$ cat config.mk
export PLATFORM = sky130hd
export DESIGN_NAME = act_relu_quant
export DESIGN_NICKNAME = d
export VERILOG_FILES = /design/src/rtl/act_relu_quant.sv
export SDC_FILE = /design/constraint.sdc
export NUM_CORES = 1
export LEC_CHECK = 0
export BUFFER_PORTS_ARGS = -buffer_cell sky130_fd_sc_hd__buf_4
export CORE_MARGIN = 3
export CORE_UTILIZATION = 65
export CTS_CLUSTER_DIAMETER = 200
export DETAILED_ROUTE_END_ITERATION = 6
export PLACE_DENSITY = 0.93
export SLEW_MARGIN = 20
export SYNTH_ARGS = -nofsm -noshare
export SYNTH_HDL_FRONTEND = slang
export SYNTH_SLANG_ARGS = --single-unit
$ cat constraint.sdc
create_clock -name clk -period 7.8 [get_ports clk]
set_input_delay 0.39 -clock clk [delete_from_list [all_inputs] [get_ports clk]]
set_output_delay 0.39 -clock clk [all_outputs]
set_load 0.05 [all_outputs]
$ cat src/rtl/act_relu_quant.sv
// -----------------------------------------------------------------------------
// act_relu_quant
//
// Per-lane activation stage placed in front of the pooling lanes. Signed
// partial sums from the PE array get a per-layer bias added, are requantised
// by a round-half-up arithmetic right shift, pass through ReLU, and are
// saturated to an unsigned DATA_WIDTH result. Each accepted partial sum
// produces exactly one activation, exactly three cycles later, tagged with
// a sequential output address.
//
// Ports
//   clk                   rising-edge clock
//   rst                   asynchronous reset, active high
//   cfg_valid_i           load bias/shift/base address (honoured only when idle)
//   cfg_bias_i            signed per-layer bias
//   cfg_shift_i           requantisation right-shift amount
//   cfg_base_addr_i       address given to the first activation of the tile
//   psum_valid_i          partial sum valid (no backpressure)
//   psum_i                signed partial sum
//   psum_last_i           marks the final partial sum of the tile
//   busy_o                high while a tile is running or draining
//   done_o                one-cycle pulse when the tile has fully drained
//   act_valid_o           activation valid
//   act_last_o            final activation of the tile (qualified by act_valid_o)
//   act_result_o          activation value
//   act_result_address_o  activation address
// -----------------------------------------------------------------------------
module act_relu_quant #(
   parameter int ACC_WIDTH     = 20,
   parameter int BIAS_WIDTH    = 16,
   parameter int DATA_WIDTH    = 8,
   parameter int ADDRESS_WIDTH = 10,
   parameter int SHIFT_WIDTH   = 5
) (
   input  logic                     clk,
   input  logic                     rst,
   input  logic                     cfg_valid_i,
   input  logic [BIAS_WIDTH-1:0]    cfg_bias_i,
   input  logic [SHIFT_WIDTH-1:0]   cfg_shift_i,
   input  logic [ADDRESS_WIDTH-1:0] cfg_base_addr_i,
   input  logic                     psum_valid_i,
   input  logic [ACC_WIDTH-1:0]     psum_i,
   input  logic                     psum_last_i,
   output logic                     busy_o,
   output logic                     done_o,
   output logic                     act_valid_o,
   output logic                     act_last_o,
   output logic [DATA_WIDTH-1:0]    act_result_o,
   output logic [ADDRESS_WIDTH-1:0] act_result_address_o
);

   // Bias addition cannot overflow at one bit wider than the wider operand;
   // the rounding add needs one further bit.
   localparam int SUM_WIDTH = ((ACC_WIDTH > BIAS_WIDTH) ? ACC_WIDTH : BIAS_WIDTH) + 1;
   localparam int RND_WIDTH = SUM_WIDTH + 1;
   localparam logic signed [RND_WIDTH-1:0] SAT_MAX = RND_WIDTH'((2 ** DATA_WIDTH) - 1);

   typedef enum logic [1:0] {
      ST_IDLE  = 2'd0,
      ST_RUN   = 2'd1,
      ST_DRAIN = 2'd2
   } state_t;

   // Control / configuration
   state_t                     state_q, state_d;
   logic [BIAS_WIDTH-1:0]      bias_q, bias_d;
   logic [SHIFT_WIDTH-1:0]     shift_q, shift_d;
   logic [ADDRESS_WIDTH-1:0]   addr_q, addr_d;
   logic                       done_q, done_d;
   logic                       accept;

   // Capture register: the accepted element and its address
   logic                       p0_valid_q;
   logic [ACC_WIDTH-1:0]       p0_psum_q;
   logic [ADDRESS_WIDTH-1:0]   p0_addr_q;
   logic                       p0_last_q;

   // Stage 1: biased sum
   logic                       s1_valid_q;
   logic signed [SUM_WIDTH-1:0] s1_sum_q, s1_sum_d;
   logic [ADDRESS_WIDTH-1:0]   s1_addr_q;
   logic                       s1_last_q;
   logic signed [SUM_WIDTH-1:0] psum_ext, bias_ext;

   // Stage 2: rounded, shifted value
   logic                       s2_valid_q;
   logic signed [RND_WIDTH-1:0] s2_r_q, s2_r_d;
   logic [ADDRESS_WIDTH-1:0]   s2_addr_q;
   logic                       s2_last_q;
   logic signed [RND_WIDTH-1:0] s2_ext, s2_rnd;

   // Stage 3: ReLU + saturation, drives the output stream
   logic                       act_valid_q;
   logic                       act_last_q;
   logic [DATA_WIDTH-1:0]      act_result_q, act_result_d;
   logic [ADDRESS_WIDTH-1:0]   act_addr_q;

   // ---------------------------------------------------------------------------
   // Control FSM: next state, config loads and address counter
   // ---------------------------------------------------------------------------
   always_comb begin
      state_d = state_q;
      bias_d  = bias_q;
      shift_d = shift_q;
      addr_d  = addr_q;
      done_d  = 1'b0;
      accept  = 1'b0;
      unique case (state_q)
         ST_IDLE: begin
            if (cfg_valid_i) begin
               bias_d  = cfg_bias_i;
               shift_d = cfg_shift_i;
               addr_d  = cfg_base_addr_i;
               state_d = ST_RUN;
            end
         end
         ST_RUN: begin
            if (psum_valid_i) begin
               accept = 1'b1;
               addr_d = addr_q + ADDRESS_WIDTH'(1);
               if (psum_last_i) begin
                  state_d = ST_DRAIN;
               end
            end
         end
         ST_DRAIN: begin
            // The last element is on the output this cycle, so the pipeline
            // is empty after this edge.
            if (act_valid_q && act_last_q) begin
               state_d = ST_IDLE;
               done_d  = 1'b1;
            end
         end
         default: state_d = ST_IDLE;
      endcase
   end

   // ---------------------------------------------------------------------------
   // Datapath combinational logic
   // ---------------------------------------------------------------------------
   always_comb begin
      psum_ext = $signed({{(SUM_WIDTH - ACC_WIDTH){p0_psum_q[ACC_WIDTH-1]}}, p0_psum_q});
      bias_ext = $signed({{(SUM_WIDTH - BIAS_WIDTH){bias_q[BIAS_WIDTH-1]}}, bias_q});
      s1_sum_d = psum_ext + bias_ext;
   end

   // Round half up: add half an LSB of the shifted result, then floor via >>>.
   always_comb begin
      s2_ext = $signed({s1_sum_q[SUM_WIDTH-1], s1_sum_q});
      s2_rnd = '0;
      if (shift_q != '0) begin
         s2_rnd = RND_WIDTH'(1) << (shift_q - SHIFT_WIDTH'(1));
      end
      s2_r_d = (s2_ext + s2_rnd) >>> shift_q;
   end

   always_comb begin
      if (s2_r_q[RND_WIDTH-1]) begin
         act_result_d = '0;
      end else if (s2_r_q > SAT_MAX) begin
         act_result_d = '1;
      end else begin
         act_result_d = s2_r_q[DATA_WIDTH-1:0];
      end
   end

   // ---------------------------------------------------------------------------
   // Registers
   // ---------------------------------------------------------------------------
   always_ff @(posedge clk or posedge rst) begin
      if (rst) begin
         state_q <= ST_IDLE;
         bias_q  <= '0;
         shift_q <= '0;
         addr_q  <= '0;
         done_q  <= 1'b0;
      end else begin
         state_q <= state_d;
         bias_q  <= bias_d;
         shift_q <= shift_d;
         addr_q  <= addr_d;
         done_q  <= done_d;
      end
   end

   // Valids always advance; payload registers only load alongside a valid so
   // the output payload holds its last value between activations.
   always_ff @(posedge clk or posedge rst) begin
      if (rst) begin
         p0_valid_q   <= 1'b0;
         p0_psum_q    <= '0;
         p0_addr_q    <= '0;
         p0_last_q    <= 1'b0;
         s1_valid_q   <= 1'b0;
         s1_sum_q     <= '0;
         s1_addr_q    <= '0;
         s1_last_q    <= 1'b0;
         s2_valid_q   <= 1'b0;
         s2_r_q       <= '0;
         s2_addr_q    <= '0;
         s2_last_q    <= 1'b0;
         act_valid_q  <= 1'b0;
         act_result_q <= '0;
         act_addr_q   <= '0;
         act_last_q   <= 1'b0;
      end else begin
         p0_valid_q  <= accept;
         s1_valid_q  <= p0_valid_q;
         s2_valid_q  <= s1_valid_q;
         act_valid_q <= s2_valid_q;
         if (accept) begin
            p0_psum_q <= psum_i;
            p0_addr_q <= addr_q;
            p0_last_q <= psum_last_i;
         end
         if (p0_valid_q) begin
            s1_sum_q  <= s1_sum_d;
            s1_addr_q <= p0_addr_q;
            s1_last_q <= p0_last_q;
         end
         if (s1_valid_q) begin
            s2_r_q    <= s2_r_d;
            s2_addr_q <= s1_addr_q;
            s2_last_q <= s1_last_q;
         end
         if (s2_valid_q) begin
            act_result_q <= act_result_d;
            act_addr_q   <= s2_addr_q;
            act_last_q   <= s2_last_q;
         end
      end
   end

   assign busy_o               = (state_q != ST_IDLE);
   assign done_o               = done_q;
   assign act_valid_o          = act_valid_q;
   assign act_last_o           = act_last_q;
   assign act_result_o         = act_result_q;
   assign act_result_address_o = act_addr_q;

endmodule

=== Word-level counts from Yosys, hierarchy flattened ===
Cells that the tools add are included.

* Register bits: 153
* Input bits: 56
* Word-level logic and storage cells: 57

* Add/sub/neg operators: 4
* Magnitude comparators: 1
* Equal/unequal tests: 6
* Shifts and indexed selects: 2
* Multiplexer cells: 15
* Reductions and logical operators: 8

{| class="wikitable"
|+ Operators by type and width
! operator !! number
|-
| adder 21 x 22 -> 22 bit || 1
|-
| > comparator 22 x 9 -> 1 bit, second input constant || 1
|-
| 2-to-1 mux 22 bit || 1
|-
| left shift 1 x 5 -> 22 bit, first input constant || 1
|-
| >>> shifter 22 x 5 -> 22 bit || 1
|-
| adder 20 x 16 -> 21 bit || 1
|-
| 2-to-1 mux 10 bit || 2
|-
| one-hot mux 10 bit (2 select lines) || 1
|-
| 2-to-1 mux 8 bit || 2
|-
| adder 10 x 1 -> 10 bit, second input constant || 1
|-
| 2-to-1 mux 2 bit || 4
|-
| != test 2 bit, second input constant || 4
|-
| one-hot mux 2 bit (3 select lines) || 1
|-
| nonzero test 5 bit || 1
|-
| subtractor 5 x 1 -> 5 bit, second input constant || 1
|-
| 2-to-1 mux 1 bit || 4
|-
| AND reduction 4 bit || 1
|-
| nonzero test 2 bit || 2
|-
| AND reduction 3 bit || 1
|-
| equality test 2 x 1 -> 1 bit, second input constant || 1
|-
| equality test 2 bit, second input constant || 1
|-
| zero test 2 bit || 1
|-
| AND reduction 2 bit || 1
|-
| logical AND 1 bit || 1
|}

=== Logic depth before layout (Yosys ltp) ===
* Word-level depth: 5
* Mapped depth: 17

=== Worst setup path before layout ===
OpenSTA, ideal clock, no wires.

* Path type: reg2reg
* Start: reg shift_q[1]
* End: reg s2_r_q[3]
* Library setup time: 0.126 ns
* Arrival: 4.293 ns
* Path slack: 3.381 ns
* Cell stages (with the launch flop): 16
* Cells stage by stage: dfrtp_1 > clkbuf_1 > clkinv_1 > clkbuf_1 > nand2_1 > nor2_1 > ha_1 > fa_1 > a211oi_2 > o21ai_1 > a41oi_1 > o21ai_1 > xor2_1 > mux4_2 > mux4_2 > a221o_1

* Longest elaborated chain between the ends: 5
* Elaborated cells between the ends (all ways): 6

{| class="wikitable"
|+ Ends and longest elaborated chain
! item !! line !! RTL
|-
| start: declaration || 67 || <nowiki>logic [SHIFT_WIDTH-1:0] shift_q, shift_d;</nowiki>
|-
| start signal: assignment || 180 || <nowiki>shift_q <= shift_d;</nowiki>
|-
| subtractor 5 x 1 -> 5 bit || 152 || <nowiki>s2_rnd = RND_WIDTH'(1) << (shift_q - SHIFT_WIDTH'(1));</nowiki>
|-
| left shift 1 x 5 -> 22 bit || 152 ||
|-
| 2-to-1 mux 22 bit || 151 || <nowiki>if (shift_q != '0) begin</nowiki>
|-
| adder 21 x 22 -> 22 bit || 154 || <nowiki>s2_r_d = (s2_ext + s2_rnd) >>> shift_q;</nowiki>
|-
| >>> shifter 22 x 5 -> 22 bit * || 154 ||
|-
| end signal: assignment || 222 || <nowiki>s2_r_q <= s2_r_d;</nowiki>
|-
| end: declaration || 87 || <nowiki>logic signed [RND_WIDTH-1:0] s2_r_q, s2_r_d;</nowiki>
|}

Mark *: on every way between the ends. The rest lies on a longest branch, timed or not.
A chain may end at the register's enable or synchronous reset.

=== Final worst setup path ===
* Start: reg shift_q[1]
* End: reg s2_r_q[2]

Same word-level chain as after synthesis.

==> impl_metrics.toml <==
[status]
status = "finished, final reports clean"

[floorplanning]
die_area_um2 = 16300
die_x_um = 128
row_count = 43
die_h_um = 128
start_util_pct = 67.9
core_um2 = 14100
io_pins = 78

[timing]
hold_viol_final = 0
fin_crit_sh_pct = 73.3
fin_worst_skew_ns = 0.0120
rsz0062_at_grt = "no"
slew_headroom_pct = 31.1
fmax_mhz = 175
tns_ns = 0
fin_crit_ns = 5.72
tightest_slew_ns = 1.03
drv_slew = 0
finalSetupViolations = 0

[routing]
post_drt_wl_per_cell_um = 19.9
initialDrtViolationCount = 1143
drt-pass1-iter-count = 5
vias = 8244
drcViolationCount = 0
drt_wl_total_mm = 24.6
ant_nets = 0
post_drt_via_cell_ratio = 6.68

[final_layout]
final_cell_mix = "153 x dfrtp_1, 113 x nor2_1, 103 x mux2_2"
ff_latch_area_um2 = 3830
stdcell_area_um2 = 10900
drive_gt1_share_pct = 23.1
areaGrowthSynthToFinish_pct = 13.3
final_cells = 1234
layout_commonest_cell = "dfrtp_1"
nets = 1142
nFillCells = 906
diodes = 0
multi_input_area_um2 = 5460

[yosys]
synth_fp_nets = 1092
synth_warnings = 0
synthAdderAreaFrac_pct = 5.89
ys_async_sr_fraction_pct = 100
synth-xor-area-share_pct = 3.37
synth-seq-cells = 153
yosysSeqAreaShare_pct = 39.9
synth-edff-count = 0
syn_area_per_cell_um2 = 9.68
synthSimpleGateAreaFrac_pct = 14.4
synth_mux_area_share_pct = 16.3
synth_top_family_by_area = "compound AO/OA/AOI/OAI gates"
synthCells = 992
netlist_area_um2 = 9610
dominantRegCellSynth = "dfrtp_1"
synth.distinct_cells = 80
synth_compound_area_share_pct = 16.9

[clock_network]
htreeDepth = 4
clkLatencyLatePin_ns = 0.43
post_cts_buffers = 0
cts-root-buf = "clkbuf_16"
ctsResizeCount = 0
max-clock-path-buffers = 2
cts_tree = "yes"
cts_hold_buf = 0
cts_sinks = 153
path_clk_slew_ns = 0.06
cts_buffers = 17

[pwr]
power_frac_comb_pct = 56.0
p_sw_uw = 2530
swShare_pct = 45.0
pwr-share-clk_pct = 16.3
leakagePower_uw = 0.00466
powerDensity_nw_per_um2 = 517
fin_total_pwr_uw = 5630
pwr-share-seq_pct = 27.7
p_int_uw = 3100
ir_drop_mv = 0.321

[setup_path]
start_kind = "flip-flop"
cp-end-kind = "flip-flop"
crit_type = "flip-flop to flip-flop"
cp.required_ns = 8.08
crit_arrival_ns = 6.00
cp_max_fo = 29

[worst_hold_path]
worstHoldPathType = "primary input to async pin"

[placed_design]
port_buffers = 77
hpwlAfterDp_mm = 17.4
gp_congestion = 0.991
place_area_um2 = 10200
place_inst = 1203

[grt]
grt_pass1_vias = 7970
grtUsageTotal_pct = 30.6
grt_max_degree = 91
grt_pass1_wl_mm = 39.9
antenna_found_initial = 0
overflow = 0

[flow_run]
maxCapViolCount = 0
-- power by group through the flow --
stage	Clock, µW	Sequential, µW	Combinational (µW)
2_1_floorplan	0	1490	2370
3_3_place_gp	0	1520	2930
3_5_place_dp	0	1550	3040
4_1_cts	919	1540	3090
5_1_grt	955	1600	3410
6_report	920	1560	3150
-- sequential cells by signal, summed over array words and instances (netlist names) --
| signal | cells |
|---|---|
| s2_addr_q | 10 |
| s1_sum_q | 21 |
| p0_psum_q | 20 |
| s2_last_q | 1 |
| s2_valid_q | 1 |
| s1_addr_q | 10 |
| state_q | 2 |
| addr_q | 10 |
| act_valid_o | 1 |
| done_o | 1 |
| p0_valid_q | 1 |
| bias_q | 16 |
| p0_addr_q | 10 |
| shift_q | 5 |
| p0_last_q | 1 |
| act_result_address_o | 10 |
| s2_r_q | 22 |
| act_result_o | 8 |
| act_last_o | 1 |
| s1_valid_q | 1 |
| s1_last_q | 1 |
-- critical path: stages, from the launching register on --
cell      delay (ns)
dfrtp_1         1.02
clkinv_1        0.41
buf_4           0.34
nand2_1         0.43
nor2_1          0.09
ha_1            0.42
a21oi_2         0.24
o21ai_0         0.23
or3_1           0.42
or3_1           0.34
o211ai_2        0.66
nand2b_1        0.23
o21ai_0         0.14
o32ai_1         0.45
o211ai_1        0.14
-- kinds of logic (layout without fill, tap and decap cells) --
family                     Yosys count  count (layout)
and+or+nand+nor                    298             298
AOI/OAI and AO/OA                  251             251
muxes                              132             132
buffers and inverters               77             139
DFF                                153             153
xor gates and xnor gates            37              37
adders and majority gates           44              44
-- routing by layer --
layer	vias to the layer above	track usage [%]	wire length, µm
met1	3946	40.8	10100
met2	476	49.4	11700
met5	-	0	0
met4	0	11.8	847
met3	75	6.23	1950
li1	3747	-	-
-- layout make-up --
| cell class | count | area share [%] |
|---|---|---|
| Multi-Input combinational cell | 762 | 50.2 |
| Tap cell | 180 | 2.07 |
| Sequential cell | 153 | 35.2 |
| Timing Repair Buffer | 82 | 5.66 |
| Clock buffer | 21 | 4.23 |
| Inverter | 26 | 0.943 |
| Clock inverter | 10 | 1.76 |
-- per-stage QoR --
| stage | util (%) | setup slack (ns) | hold WS (ns) |
|---|---|---|---|
| 3_3_place_gp | 72.3 | 2.42 | 0.462 |
| 6_report | 76.9 | 2.08 | 0.114 |
| 2_1_floorplan | - | 3.29 | 0.352 |
| 4_1_cts | 76.9 | 2.31 | 0.151 |
| 3_5_place_dp | 72.3 | 2.33 | 0.483 |
| 5_1_grt | 76.9 | 1.72 | 0.171 |
-- worst paths after layout --
check / depth (start not counted) / slack (ns) / from / to
worst max-delay path: 14 / 2.08 / shift_q[1] / s2_r_q[2]
worst min-delay path: 2 / 0.11 / rst / addr_q[1]
worst max register to register: 14 / 2.08 / shift_q[1] / s2_r_q[2]
worst min register to register: 2 / 0.49 / s2_r_q[14] / s2_r_q[14]
max in group asynchronous: 3 / 6.39 / rst / s2_r_q[13]
min in group clk: 3 / 0.16 / cfg_bias_i[1] / bias_q[1]
-- synth_stat cells, types with 8 or more instances --
cell type	instances	share of area (%)
dfrtp_1	153	40
a31oi_1	14	0.91
buf_2	8	0.42
o22ai_1	9	0.59
clkbuf_1	33	1.3
inv_1	22	0.86
mux2i_1	20	2.1
a21o_1	8	0.63
o211ai_1	9	0.70
a21oi_1	73	3.8
xor2_1	13	1.2
mux4_2	8	1.9
nand2b_1	12	0.78
xnor2_1	24	2.2
o21ai_0	56	2.9
nand2_1	66	2.6
mux2_2	103	12
nand4_1	8	0.52
nor4_1	8	0.52
nor2_1	114	4.5
ha_1	42	5.5
nand3_1	22	1.1
nor3_1	25	1.3
a211oi_1	10	0.78
Power figures use the tool's default switching activity.
